[src/rtl/apb_pkg.sv]
// Shared types and constants for the APB parameterised slave.
// Latency: n/a (definitions only).
// Backpressure: n/a.
package apb_pkg;

    typedef enum logic {
        IDLE   = 1'b0,
        ACCESS = 1'b1
    } state_e;

    localparam int V_PEN_NOSETUP = 0;
    localparam int V_UNSTABLE    = 1;
    localparam int V_RANGE       = 2;
    localparam int NUM_VIOL      = 3;

    // Saturating add used by the violation counter.
    function automatic logic [7:0] sat_add8(input logic [7:0] a, input logic [1:0] n);
        logic [8:0] s;
        s = {1'b0, a} + {7'b0, n};
        return s[8] ? 8'hFF : s[7:0];
    endfunction

endpackage

[src/rtl/apb_regfile.sv]
// DEPTH x DATA_W storage with one write port and one combinational read port.
// Latency: write lands on the next PCLK edge; read is same-cycle.
// Backpressure: none; out-of-range reads return zero, out-of-range writes are ignored.
module apb_regfile #(
    parameter int AW     = 6,
    parameter int DATA_W = 32,
    parameter int DEPTH  = 16
) (
    input  logic              i_clk,
    input  logic              i_rst_n,
    input  logic              i_we,
    input  logic [AW-1:0]     i_waddr,
    input  logic [DATA_W-1:0] i_wdata,
    input  logic [AW-1:0]     i_raddr,
    output logic [DATA_W-1:0] o_rdata
);

    localparam int IW = (DEPTH > 1) ? $clog2(DEPTH) : 1;

    logic [DATA_W-1:0] r_mem [DEPTH];
    logic              w_wr_ok;
    logic              w_rd_ok;

    assign w_wr_ok = int'(i_waddr) < DEPTH;
    assign w_rd_ok = int'(i_raddr) < DEPTH;

    always_ff @(posedge i_clk or negedge i_rst_n) begin
        if (!i_rst_n) begin
            for (int i = 0; i < DEPTH; i++) begin
                r_mem[i] <= '0;
            end
        end else if (i_we && w_wr_ok) begin
            r_mem[i_waddr[IW-1:0]] <= i_wdata;
        end
    end

    assign o_rdata = w_rd_ok ? r_mem[i_raddr[IW-1:0]] : '0;

endmodule

[src/rtl/apb_param_slave.sv]
// APB slave over a word register file with wait states and a protocol-violation checker.
// Latency: ACCESS completes after WAIT_CYCLES PREADY-low cycles; misuse in IDLE answers same-cycle.
// Backpressure: PREADY low while the wait counter runs; violations are flagged, never stall.
module apb_param_slave
    import apb_pkg::*;
#(
    parameter int ADDR_W      = 8,
    parameter int DATA_W      = 32,
    parameter int DEPTH       = 16,
    parameter int WAIT_CYCLES = 0
) (
    input  logic              PCLK,
    input  logic              PRESETn,
    input  logic              PSEL,
    input  logic              PENABLE,
    input  logic              PWRITE,
    input  logic [ADDR_W-1:0] PADDR,
    input  logic [DATA_W-1:0] PWDATA,
    output logic [DATA_W-1:0] PRDATA,
    output logic              PREADY,
    output logic              PSLVERR,
    input  logic              viol_clr,
    output logic [2:0]        viol_flags,
    output logic [7:0]        viol_count
);

    localparam int IDX_W = ADDR_W - 2;
    localparam int WC_W  = (WAIT_CYCLES > 0) ? $clog2(WAIT_CYCLES + 1) : 1;

    state_e              r_state;
    state_e              w_state_nxt;
    logic [WC_W-1:0]     r_wait_cnt;
    logic [WC_W-1:0]     w_wait_nxt;
    logic [ADDR_W-1:0]   r_addr;
    logic                r_write;
    logic [DATA_W-1:0]   r_wdata;
    logic                r_v1;
    logic                w_v1_nxt;
    logic [2:0]          r_flags;
    logic [7:0]          r_count;

    logic                w_capture;
    logic                w_mismatch;
    logic                w_in_range;
    logic                w_we;
    logic                w_pready;
    logic                w_pslverr;
    logic [DATA_W-1:0]   w_prdata;
    logic [DATA_W-1:0]   w_rd;
    logic [NUM_VIOL-1:0] w_ev;
    logic [1:0]          w_ev_num;

    assign w_in_range = int'(r_addr[ADDR_W-1:2]) < DEPTH;
    assign w_mismatch = (PADDR != r_addr) || (PWRITE != r_write) || (PWDATA != r_wdata);

    always_comb begin
        w_state_nxt = r_state;
        w_wait_nxt  = r_wait_cnt;
        w_v1_nxt    = r_v1;
        w_capture   = 1'b0;
        w_we        = 1'b0;
        w_pready    = 1'b1;
        w_pslverr   = 1'b0;
        w_prdata    = '0;
        w_ev        = '0;
        case (r_state)
            IDLE: begin
                if (PSEL && PENABLE) begin
                    w_pslverr            = 1'b1;
                    w_ev[V_PEN_NOSETUP]  = 1'b1;
                end else if (PSEL) begin
                    w_capture   = 1'b1;
                    w_wait_nxt  = WC_W'(WAIT_CYCLES);
                    w_v1_nxt    = 1'b0;
                    w_state_nxt = ACCESS;
                end
            end
            ACCESS: begin
                w_pready = (r_wait_cnt == '0);
                if (!PSEL || !PENABLE) begin
                    // Dropped select/enable abandons the access outright.
                    w_ev[V_UNSTABLE] = !r_v1;
                    w_wait_nxt       = '0;
                    w_state_nxt      = IDLE;
                end else begin
                    if (w_mismatch) begin
                        w_ev[V_UNSTABLE] = !r_v1;
                        w_v1_nxt         = 1'b1;
                    end
                    if (r_wait_cnt != '0) begin
                        w_wait_nxt = r_wait_cnt - WC_W'(1);
                    end else begin
                        w_ev[V_RANGE] = !w_in_range;
                        w_pslverr     = r_v1 || w_mismatch || !w_in_range;
                        w_we          = r_write && !w_pslverr;
                        w_prdata      = (!r_write && w_in_range) ? w_rd : '0;
                        w_state_nxt   = IDLE;
                    end
                end
            end
            default: w_state_nxt = IDLE;
        endcase
    end

    assign w_ev_num = {1'b0, w_ev[0]} + {1'b0, w_ev[1]} + {1'b0, w_ev[2]};

    always_ff @(posedge PCLK or negedge PRESETn) begin
        if (!PRESETn) begin
            r_state    <= IDLE;
            r_wait_cnt <= '0;
            r_addr     <= '0;
            r_write    <= 1'b0;
            r_wdata    <= '0;
            r_v1       <= 1'b0;
        end else begin
            r_state    <= w_state_nxt;
            r_wait_cnt <= w_wait_nxt;
            r_v1       <= w_v1_nxt;
            if (w_capture) begin
                r_addr  <= PADDR;
                r_write <= PWRITE;
                r_wdata <= PWDATA;
            end
        end
    end

    // Clear wins over any violation raised in the same cycle.
    always_ff @(posedge PCLK or negedge PRESETn) begin
        if (!PRESETn) begin
            r_flags <= '0;
            r_count <= '0;
        end else if (viol_clr) begin
            r_flags <= '0;
            r_count <= '0;
        end else begin
            r_flags <= r_flags | w_ev;
            r_count <= sat_add8(r_count, w_ev_num);
        end
    end

    apb_regfile #(
        .AW     (IDX_W),
        .DATA_W (DATA_W),
        .DEPTH  (DEPTH)
    ) u_regfile (
        .i_clk   (PCLK),
        .i_rst_n (PRESETn),
        .i_we    (w_we),
        .i_waddr (r_addr[ADDR_W-1:2]),
        .i_wdata (r_wdata),
        .i_raddr (r_addr[ADDR_W-1:2]),
        .o_rdata (w_rd)
    );

    assign PREADY     = !PRESETn || w_pready;
    assign PSLVERR    = PRESETn && w_pslverr;
    assign PRDATA     = PRESETn ? w_prdata : '0;
    assign viol_flags = r_flags;
    assign viol_count = r_count;

endmodule

[config.mk]
export PLATFORM = sky130hd
export DESIGN_NAME = apb_param_slave
export DESIGN_NICKNAME = d
export VERILOG_FILES = /design/src/rtl/apb_pkg.sv /design/src/rtl/apb_regfile.sv /design/src/rtl/apb_param_slave.sv
export SDC_FILE = /design/constraint.sdc
export NUM_CORES = 1
export LEC_CHECK = 0
export CORE_AREA = 5 5 261 263
export DETAILED_ROUTE_END_ITERATION = 12
export DIE_AREA = 0 0 266 268
export SKIP_CTS_REPAIR_TIMING = 1
export SLEW_MARGIN = 10
export SYNTH_ARGS = -nofsm -noshare
export SYNTH_HDL_FRONTEND = slang
export SYNTH_SLANG_ARGS = --single-unit
[constraint.sdc]
create_clock -name PCLK -period 8.3 [get_ports PCLK]
set_input_delay 2.49 -clock PCLK [delete_from_list [all_inputs] [get_ports PCLK]]
set_output_delay 2.49 -clock PCLK [all_outputs]
set_load 0.1 [all_outputs]
* Word-level counts from Yosys, hierarchy flattened
Index checks and enable logic that the tools add are counted.
Word-level totals: flip-flop bits (word level) 567, input bits 46, logic and storage cells 106, output and inout bits 45
Cells by class: $add $sub $neg 4, reduce and logical (&&, ||, !) cells 21, order comparisons 3, muxes and demuxes 43, equality and inequality tests 7, bitwise gates (word level) 4
Operator list (number):
- $bwmux W512 | 1
- $mux W32 | 9
- $bmux W32 S4 | 1
- $demux W32 S4 | 1
- $ne A32 B32 Y1 | 1
- $mux W1 | 23
- $mux W8 | 2
- $add A8 B2 Y9 | 1
- $ne A8 B8 Y1 | 1
- $pmux W1 S2 | 4
- $logic_not A1 Y1 | 7
- $logic_and A1 B1 Y1 | 6
- $logic_or A1 B1 Y1 | 6
- $lt A6 B5 Y1 const B | 1
- $ne A2 B2 Y1 const B | 3
- $ge A5 B5 Y1 const B | 1
- $lt A5 B1 Y1 const B | 1
- $not A4 Y5 | 1
- $reduce_and A4 Y1 | 1
- $mux W3 | 1
- $or A3 B3 Y3 | 1
- $add A1 B1 Y2 | 1
- $add A2 B1 Y2 | 1
- $mux W2 | 1
- other kinds (5) | 6

* Longest topological paths before layout
word-level depth 11, gate-level depth with buffers 13, depth with buffers taken out 11

* By module
A second synthesis with hierarchy kept.
Unflattened totals: cells, all modules 1912, area, all modules 26392.8 µm²
By module, submodules not included:
- apb_regfile | cells an instance 1664, area an instance 23507.5 µm², times used 1, seq. area each 12812.3 µm²
- apb_param_slave | cells an instance 248, area an instance 2885.3 µm², times used 1, seq. area each 1351.3 µm²

* Worst setup path before layout
No wires, ideal clock.
kind input to output, start in PWDATA[24], end out PSLVERR, slack 1.495 ns, data required time 5.810 ns, buffers on the path 1, cell stages on the path 6, arrival time 4.315 ns, path through xnor2_1 -> nand4_1 -> nor4_2 -> buf_2 -> nand3_1 -> o2111a_1
Between the ends: cells in the longest elaborated chain, start to end 8
RTL lines:
- start: declaration | RTL line apb_param_slave.sv:18 | input logic [DATA_W-1:0] PWDATA,
- $ne A32 B32 Y1 | RTL line apb_param_slave.sv:54 | assign w_mismatch = (PADDR != r_addr) || (PWRITE != r_write) || (PWDATA != r_wdata);
- $logic_or A1 B1 Y1 | RTL line apb_param_slave.sv:54
- $logic_or A1 B1 Y1 (2 in series) | RTL line apb_param_slave.sv:94 | w_pslverr = r_v1 || w_mismatch || !w_in_range;
- $mux W1 | RTL line apb_param_slave.sv:90 | if (r_wait_cnt != '0) begin
- $mux W1 | RTL line apb_param_slave.sv:80 | if (!PSEL || !PENABLE) begin
- $pmux W1 S2 | RTL line apb_param_slave.sv:66 | case (r_state)
- $logic_and A1 B1 Y1 | RTL line apb_param_slave.sv:156 | assign PSLVERR = PRESETn && w_pslverr;
- end: declaration | RTL line apb_param_slave.sv:21 | output logic PSLVERR,
No other way between the ends.

* Final worst setup path
start in PWDATA[2], end out PSLVERR
Same word-level chain as after synthesis.

==> impl_metrics.json <==
{
  "finalCritPeriodShare": 0.894,
  "cap_violations": 0,
  "fin_skew_ns": 0.0178,
  "cts_tree": "done",
  "core_mm2": 0.0654,
  "ys_ff_latch": 566,
  "hp-class": "flip-flop to flip-flop",
  "synth_seq_area_share": 0.545,
  "holdWs_ns": 0.498,
  "grt_max_degree": 191,
  "dp_cells": 2461,
  "yosys-top-cells-area": "dfrtp_1 (54%), mux2_2 (24%), mux4_2 (14%), xnor2_1 (1.4%), clkbuf_1 (1.4%)",
  "tightest_slew_ns": 1.06,
  "vdd_drop_max_mv": 0.140,
  "firstDrtPassIters": 5,
  "synthArstFlopShare": 1.00,
  "slew_headroom": 0.291,
  "synth.distinct_cells": 44,
  "finalSetupViolCount": 0,
  "antenna_found_initial": 2,
  "track_usage": 0.182,
  "ant_nets": 0,
  "tns_ns": 0,
  "yosys.area.top_type_share": 0.545,
  "synth_most_common_cell": "dfrtp_1",
  "cts_inserted_buffers": 58,
  "io_pins": 91,
  "hold_viol_final": 0,
  "syn_area_mm2": 0.0260,
  "drive_above_1_share": 0.525,
  "syn-instance-count": 1632,
  "syn-mean-instance-area_um2": 15.9,
  "period_needed_ns": 7.42,
  "htreeDepth": 2,
  "rsz0062_at_grt": "false",
  "worstPathArrival_ns": 4.93,
  "clk_path_buf_depth": 3,
  "crit_fanout": 17,
  "port_buffers": 89,
  "dp_hpwl_um": 36800,
  "leakage_nw": 14.0,
  "fmax_ghz": 0.135,
  "crit_type": "primary input to primary output",
  "viasPerCell": 5.57,
  "critPathCaptureType": "primary output",
  "wl_per_cell_um": 24.7,
  "gp_congestion": 0.753,
  "grt_pass1_wl_um": 100000,
  "die_h_um": 268,
  "clkLatencyLatePin_ns": 0.61,
  "outcome": "finished, final reports clean",
  "start_util": 0.398,
  "routed_wl_um": 63400,
  "path_clk_slew_ns": 0.06,
  "final_nets": 1707,
  "required_ns": 5.81,
  "drt_iter0_markers": 960,
  "synth_flop_cell": "dfrtp_1",
  "clockRootBuffer": "clkbuf_16",
  "dr_total_vias": 14318,
  "final_cells": 2572,
  "ys.warnings.count": 0,
  "synth-edff-count": 0,
  "die_w_um": 266,
  "row_count": 94,
  "cts_num_sinks": 566,
  "area_growth_pct": 14.0,
  "drc_errors": 0,
  "synth_nets": 1682,
  "worst_setup_path_start_kind": "primary input",
  "gr-total-overflow": 0,
  "synth_area_leader_cell": "dfrtp_1",
  "power_density_mw_per_mm2": 212,
  "synth_common_cells": "dfrtp_1 (566), mux2_2 (549), mux4_2 (160)",
  "totalPowerFinal_mw": 6.28,
  "grt_pass1_vias": 15759,
  "drv_slew": 0,
  "die_area_mm2": 0.0713
}
-- cell families (layout without fill, tap and decap cells) --
family                     Yosys count  in the layout  share of synthesized area
AOI/OAI and AO/OA                   17             17                    0.00438
adders and majority gates            4              4                    0.00250
and+or+nand+nor                    121            121                     0.0276
muxes                              712            712                      0.378
xor gates and xnor gates            44             44                     0.0148
DFF                                566            566                      0.545
other                                1              3                   0.000144
buffers and inverters              167            241                     0.0278
-- critical path: stages --
cell and delay (ns):
clkdlybuf4s50_1 0.52, xnor2_1 0.37, nand4_1 0.18, nor4_2 0.30, buf_4 0.27, nand3_1 0.25, o2111a_1 0.37, buf_12 0.17
-- layout by cell type (no fill, tap or decap), types with 3 or more instances in the layout --
master             n
dfrtp_4            3
clkbuf_8          17
a21oi_1            7
nor3_1             3
nor2_1            17
nor4b_1            5
dfrtp_1          562
clkinvlp_4         5
clkdlybuf4s50_1   55
buf_4             69
clkbuf_1          10
clkbuf_16         61
nor2b_1           37
xnor2_1           42
buf_12             4
nand3_1            4
bufinv_16          6
mux4_2           160
nand2_1           13
nand4_1           27
clkinv_2          10
inv_1              3
mux2_2           549
-- where the power goes --
part | internal [mW] | switching, mW | total [mW]
registers | 2.80 | 0.207 | 3.00
logic | 0.218 | 0.287 | 0.505
clock network | 1.68 | 1.09 | 2.77
-- flip-flops by register name, indices dropped and copies added, names as in the netlist --
| name | cells |
|---|---|
| viol_count | 8 |
| u_regfile.r_mem | 512 |
| viol_flags | 3 |
| r_state | 1 |
| r_write | 1 |
| r_addr | 8 |
| r_wdata | 32 |
| r_v1 | 1 |
-- final timing paths --
path	startpoint	to	slack (ns)	cells after the start
setup / recovery	PWDATA[2]	PSLVERR	0.88	8
hold / removal	u_regfile.r_mem[318]$_DFFE_PN0P_	u_regfile.r_mem[318]$_DFFE_PN0P_	0.50	1
setup reg to reg	r_addr[2]$_DFFE_PN0P_	viol_count[7]$_DFF_PN0_	4.39	10
hold reg to reg	u_regfile.r_mem[318]$_DFFE_PN0P_	u_regfile.r_mem[318]$_DFFE_PN0P_	0.50	1
max in group asynchronous	PRESETn	u_regfile.r_mem[227]$_DFFE_PN0P_	4.24	3
min in group asynchronous	PRESETn	viol_count[7]$_DFF_PN0_	1.77	1
-- metrics by stage --
step	instance area, µm²	worst slack [ns]	util
4_1_cts	29600	0.858	0.453
5_1_grt	29600	0.803	0.453
3_5_place_dp	27600	0.879	0.422
3_3_place_gp	27600	0.878	0.422
2_1_floorplan	26000	1.49	-
6_report	29600	0.883	0.453
-- routing by layer --
metal | global-route usage | up-vias | part of all wire
met5 | 0 | - | 0.00033
met4 | 0.0442 | 4 | 0.018
met3 | 0.0238 | 79 | 0.036
met2 | 0.301 | 246 | 0.49
met1 | 0.258 | 7879 | 0.46
li1 | - | 6110 | -
-- cell type report --
cell class | count | area, µm²
Timing Repair Buffer | 129 | 1160
Antenna cell | 2 | 5.00
Tap cell | 864 | 1080
Fill cell | 5799 | 35800
Multi-Input combinational cell | 899 | 11100
Clock buffer | 88 | 1800
Sequential cell | 566 | 14200
Inverter | 3 | 11.3
Clock inverter | 21 | 268
(Power assumes the default switching activity.)
